**config.mk**
```make
export PLATFORM = sky130hd
export DESIGN_NAME = div16_seq_led
export DESIGN_NICKNAME = d
export VERILOG_FILES = /design/src/rtl/div16_seq_led.sv
export SDC_FILE = /design/constraint.sdc
export NUM_CORES = 1
export LEC_CHECK = 0
export ABC_AREA = 0
export CORE_ASPECT_RATIO = 1.4
export CORE_UTILIZATION = 40
export CTS_CLUSTER_SIZE = 12
export DETAILED_ROUTE_END_ITERATION = 8
export GPL_TIMING_DRIVEN = 0
export PLACE_DENSITY = 0.63
export SETUP_SLACK_MARGIN = 0.1
export SLEW_MARGIN = 20
export SYNTH_ARGS = -nofsm -noshare
export SYNTH_HDL_FRONTEND = slang
export SYNTH_SLANG_ARGS = --single-unit
```
**constraint.sdc**
```tcl
create_clock -name clk -period 2.3 [get_ports clk]
set_input_delay 0.23 -clock clk [delete_from_list [all_inputs] [get_ports clk]]
set_output_delay 0.23 -clock clk [all_outputs]
set_load 0.01 [all_outputs]
```
**src/rtl/div16_seq_led.sv**
```systemverilog
// Sequential 16-bit unsigned restoring divider, one quotient bit per clock,
// with a combinational 4-digit active-low hex seven-segment view of the quotient.
module div16_seq_led (
  input  logic        clk,
  input  logic        rst,
  input  logic        start,
  input  logic [15:0] a,
  input  logic [15:0] b,
  output logic        done,
  output logic [15:0] y,
  output logic [15:0] remainder,
  output logic [6:0]  out1,
  output logic [6:0]  out2,
  output logic [6:0]  out3,
  output logic [6:0]  out4
);

  localparam int unsigned W  = 16;
  localparam int unsigned CW = 5;

  typedef enum logic [1:0] {
    S_IDLE = 2'd0,
    S_CALC = 2'd1,
    S_DONE = 2'd2
  } state_t;

  state_t         state, state_nxt;
  logic [CW-1:0]  cnt, cnt_nxt;
  logic [W-1:0]   rq, rq_nxt;
  logic [W-1:0]   qq, qq_nxt;
  logic [W-1:0]   bq, bq_nxt;
  logic           done_nxt;
  logic [W-1:0]   y_nxt, rem_nxt;

  logic [W:0]     shifted;
  logic           ge;
  logic [W-1:0]   sub;
  logic           last;

  // One restoring step; the 17-bit compare keeps the carried-out remainder bit.
  always_comb begin
    shifted = {rq, qq[W-1]};
    ge      = shifted >= {1'b0, bq};
    sub     = W'(shifted - {1'b0, bq});
    last    = cnt == CW'(W);
  end

  // State and datapath registers
  always_ff @(posedge clk or negedge rst) begin
    if (!rst) begin
      state     <= S_IDLE;
      cnt       <= '0;
      rq        <= '0;
      qq        <= '0;
      bq        <= '0;
      done      <= 1'b0;
      y         <= '0;
      remainder <= '0;
    end else begin
      state     <= state_nxt;
      cnt       <= cnt_nxt;
      rq        <= rq_nxt;
      qq        <= qq_nxt;
      bq        <= bq_nxt;
      done      <= done_nxt;
      y         <= y_nxt;
      remainder <= rem_nxt;
    end
  end

  // Next-state logic
  always_comb begin
    state_nxt = state;
    case (state)
      S_IDLE, S_DONE: if (start) state_nxt = S_CALC;
      S_CALC:         if (last)  state_nxt = S_DONE;
      default:        state_nxt = S_IDLE;
    endcase
  end

  // Datapath and registered-output next values; results publish only on entry to DONE.
  always_comb begin
    cnt_nxt  = cnt;
    rq_nxt   = rq;
    qq_nxt   = qq;
    bq_nxt   = bq;
    done_nxt = done;
    y_nxt    = y;
    rem_nxt  = remainder;
    case (state)
      S_IDLE, S_DONE: begin
        if (start) begin
          qq_nxt   = a;
          bq_nxt   = b;
          rq_nxt   = '0;
          cnt_nxt  = '0;
          done_nxt = 1'b0;
        end
      end
      S_CALC: begin
        if (last) begin
          y_nxt    = qq;
          rem_nxt  = rq;
          done_nxt = 1'b1;
        end else begin
          rq_nxt  = ge ? sub : shifted[W-1:0];
          qq_nxt  = {qq[W-2:0], ge};
          cnt_nxt = cnt + CW'(1);
        end
      end
      default: ;
    endcase
  end

  // Hex digit to active-low {g,f,e,d,c,b,a}
  function automatic logic [6:0] seg7(input logic [3:0] d);
    case (d)
      4'h0:    seg7 = 7'b1000000;
      4'h1:    seg7 = 7'b1111001;
      4'h2:    seg7 = 7'b0100100;
      4'h3:    seg7 = 7'b0110000;
      4'h4:    seg7 = 7'b0011001;
      4'h5:    seg7 = 7'b0010010;
      4'h6:    seg7 = 7'b0000010;
      4'h7:    seg7 = 7'b1111000;
      4'h8:    seg7 = 7'b0000000;
      4'h9:    seg7 = 7'b0010000;
      4'hA:    seg7 = 7'b0001000;
      4'hB:    seg7 = 7'b0000011;
      4'hC:    seg7 = 7'b1000110;
      4'hD:    seg7 = 7'b0100001;
      4'hE:    seg7 = 7'b0000110;
      default: seg7 = 7'b0001110;
    endcase
  endfunction

  always_comb begin
    out1 = seg7(y[15:12]);
    out2 = seg7(y[11:8]);
    out3 = seg7(y[7:4]);
    out4 = seg7(y[3:0]);
  end

endmodule

```
==> metrics.log <==
[metrics] number of warning messages in the yosys log: 0
[metrics] Slew HR: 63.2%
[metrics] highest net fanout along the worst path: 7
[metrics] post-synthesis compound-gate area fraction: around 16%
[metrics] pin count of the biggest net entering global routing: 58
[metrics] Final WS setup: around 59 ps
[metrics] # placed instances: approximately 800
[metrics] #FFs+latches synth: just under 90
[metrics] Max-cap violations: 0
[metrics] detail-routed via count per cell: between 5 and 6
[metrics] number of antenna cells inserted: 0
[metrics] Core Box Area: about 13,000 µm²
[metrics] worst slew pin tran: approximately 550 ps
[metrics] nets in the synthesized netlist: a little over 600
[metrics] Post-Syn Instances: around 540
[metrics] via count of the first global-routing pass: between 4k and 5k
[metrics] Die Wd: approximately 100 µm
[metrics] kind of start point of the critical path: flip-flop
[metrics] skew final: about 8.4 ps
[metrics] die outline height: between 100 and 150 µm
[metrics] critical path buffer and inverter count: 2
[metrics] worst-case clock buffer depth: 2
[metrics] LEAKAGE: about 3.5 nW
[metrics] average cell area after synthesis: roughly 10 µm²
[metrics] TritonCTS clock tree: built
[metrics] routability-driven placement congestion ratio: 0.863
[metrics] count of vias placed by the detailed router: ~4.6k
[metrics] largest family of logic cells by synthesized area: compound AO/OA/AOI/OAI gates
[metrics] unrepaired setup endpoints after global routing: yes
[metrics] power density normalized to cell area: 1890 nW/µm²
[metrics] final hold vios: 0
[metrics] slowest stage cell on the critical path: sky130_fd_sc_hd__dfrtp_1
[metrics] antenna viol nets, final: 0
[metrics] type of the most critical hold path: in -> async
[metrics] fraction of final layout cells sized beyond drive strength 1: about 30%
[metrics] final setup violation count: 0
[metrics] count of final max-slew check failures: 0
[metrics] worst path required time: ~2600 ps
[metrics] worst supply voltage drop on vdd: roughly 880 µV
[metrics] worst-case hold slack: approximately 370 ps
[metrics] Critical Path Sink Type: flip-flop
[metrics] TritonCTS Sinks: 88
[metrics] mux share of post-synthesis cell area: about 14%
[metrics] CP top delay family: compound AO/OA/AOI/OAI gates
[metrics] final instance count without filler cells: 880
[metrics] area fraction in and, or, nand and nor cells after synthesis: about an eighth
[metrics] Core Rows: 49
[metrics] Setup CP Type: reg -> reg
[metrics] Min Clock Period, post-route: 2240 ps
[metrics] first-pass iteration count of the detailed router: 5
[metrics] fraction of the yosys area taken by sequential cells: 41.1%
[metrics] remaining global-route overflow: 0
[metrics] starting density of the core: 41.4%
[metrics] critical path's largest stage delay: 370 ps
[metrics] Top Ports: 96
[metrics] number of buffers inserted by port buffering: between 90 and 100
[metrics] number of distinct library cells after synthesis: a little under 50
[metrics] Cell Chain, Critical Path: inv_2 > ha_4 > a21o_1 > a31oi_4 > a211oi_4 > o21a_4 > nor2_8 > buf_6 > mux2_4 > o21ai_2
[metrics] number of buffers inserted during clock tree synthesis: 9
[metrics] sum of negative setup slack: 0 ps
[metrics] Period Utilization, post-route: ~97%
[metrics] pre-CTS setup slack: -360 ps
[metrics] parity-gate share of the synthesized area counting xor and xnor cells: between 2 and 3%
[metrics] clock slew at reported path FFs: ~60 ps
[metrics] number of antenna violations at the first check in global routing: 0
[metrics] count of routing violations after the opening detailed-route iteration: around 160
[metrics] clock insertion delay at the later pin of the skew report: 350 ps
[metrics] post-detailed-routing wire length: between 10,000 and 15,000 µm
[metrics] die footprint: approximately 14,000 µm²
[metrics] final net count: roughly 780
[metrics] data arrival time of the critical path: between 2000 and 3000 ps
[metrics] adder-cell share of the synthesized area: 10.2%
[metrics] power consumption: ~0.015 W
[metrics] growth of design area from synthesis to finish: 44.9%
[metrics] maximum achievable frequency: between 400 and 500 MHz
[metrics] detailed placement HPWL: 9530 µm
[metrics] GRT Overall Usage: about a fifth
[metrics] Clock Tree Root: sky130_fd_sc_hd__clkbuf_16
[metrics] run status: complete, no violations
[metrics] fillers: 1,084
[metrics] Cell Area, Synth: between 5000 and 6000 µm²
[metrics] CTS H-Tree Depth: 3
[metrics] DRC violation count after routing: 0
[metrics] average routed wire per standard cell: between 15 and 20 µm
[metrics] wire length of the first global-routing pass: ~23,000 µm
[state kept, by name, indices dropped and copies added, names as in the netlist]
name,cells
done,1
cnt,5
bq,16
y,16
state,2
rq,16
qq,16
remainder,16
[kinds of logic (layout without fill, tap and decap cells)]
family	count (synthesis)	after routing
AOI/OAI and AO/OA	132	132
xor gates and xnor gates	16	16
adders and majority gates	43	43
buffers and inverters	59	225
DFF	88	88
muxes	67	67
and+or+nand+nor	131	131
[cells in the mapped netlist (all sizes together)]
cell / number / area share [%]
a211oi: 3 / 0.51
a21o: 7 / 0.98
a21oi: 18 / 1.7
a22o: 4 / 0.65
a31oi: 5 / 0.70
a32oi: 7 / 1.1
and2: 1 / 0.14
and2b: 1 / 0.14
and4bb: 1 / 0.23
buf: 6 / 0.72
clkbuf: 16 / 1.1
dfrtp: 88 / 41
fa: 1 / 0.37
ha: 42 / 9.8
inv: 37 / 2.6
mux2: 32 / 6.9
mux2i: 31 / 5.8
mux4: 4 / 1.7
nand2: 51 / 3.6
nand2b: 7 / 0.82
nand3: 16 / 1.5
nand4: 3 / 0.35
nor2: 29 / 2.3
nor2b: 13 / 1.5
nor3: 1 / 0.093
nor4: 1 / 0.12
o2111ai: 1 / 0.16
o211a: 1 / 0.19
o211ai: 4 / 0.56
o21a: 3 / 0.56
o21ai: 63 / 6.1
o21bai: 1 / 0.35
o22ai: 8 / 0.94
o31a: 1 / 0.16
o31ai: 5 / 0.70
o32a: 1 / 0.21
or2: 5 / 0.58
or3: 2 / 0.23
xnor2: 6 / 0.98
xor2: 10 / 1.6
[stage by stage]
stage | utilization, % | instance area, µm²
after CTS | 57.8 | 7480
after detailed placement | 50.6 | 6550
after floorplan | - | 5350
after global routing | 59.9 | 7750
final | 59.9 | 7750
after global placement | 50.4 | 6530
[repair_timing]
item | 4_1_cts | 5_1_grt
hold buffers | 1 | 0
gates cloned | 1 | 0
endpoints found under the setup margin | 49 | 71
buffers inserted | 36 | 19
pin swaps | 21 | 24
resized for setup | 97 | 53
endpoints found under the hold margin | 31 | 0
[final cells by class]
cell class	instances	area, µm²	area share [%]
Buffer	22	115	1.48
Timing Repair Buffer	151	1420	18.3
Sequential cell	88	2230	28.7
Inverter	37	139	1.79
Tap cell	178	223	2.87
Multi-Input combinational cell	389	3340	43.1
Clock inverter	3	42.5	0.549
Clock buffer	12	246	3.18
[cell usage in the layout, fill, tap and decap left out, drive strengths merged, types with 10 or more instances in the layout]
cell type and count:
nand2 51, xor2 10, nor2 29, ha 42, a21oi 18, buf 64, nor2b 13, mux2 32
clkdlybuf4s50 69, nand3 16, o21ai 63, dlygate4sd2 18, dfrtp 88, inv 37, clkbuf 26, mux2i 31
[layer usage]
layer | GRT usage (%) | vias up | wire length [µm]
li1 | - | 2200 | -
met1 | 23.7 | 2267 | 5740
met2 | 37.5 | 117 | 7730
met3 | 2.47 | 33 | 476
met4 | 9.75 | 0 | 431
met5 | 0 | - | 0
[final timing paths]
kind | startpoint | end | slack (ps) | cells past startpoint
worst max register to register | bq[4]$_DFFE_PN0P_ | rq[1]$_DFFE_PN0P_ | 60 | 10
worst max-delay path | bq[4]$_DFFE_PN0P_ | rq[1]$_DFFE_PN0P_ | 60 | 10
worst min-delay path | rst | remainder[12]$_DFFE_PN0P_ | 370 | 2
worst min register to register | done$_DFFE_PN0P_ | done$_DFFE_PN0P_ | 480 | 2
min in group clk | b[3] | bq[3]$_DFFE_PN0P_ | 440 | 3
max in group asynchronous | rst | y[11]$_DFFE_PN0P_ | 1290 | 3
[power breakdown]
group	switching [W]	internal [W]
clock network	0.000605	0.000865
logic	0.00497	0.00521
registers	0.000656	0.00237
total	0.00623	0.00844
(Power assumes the default switching activity.)
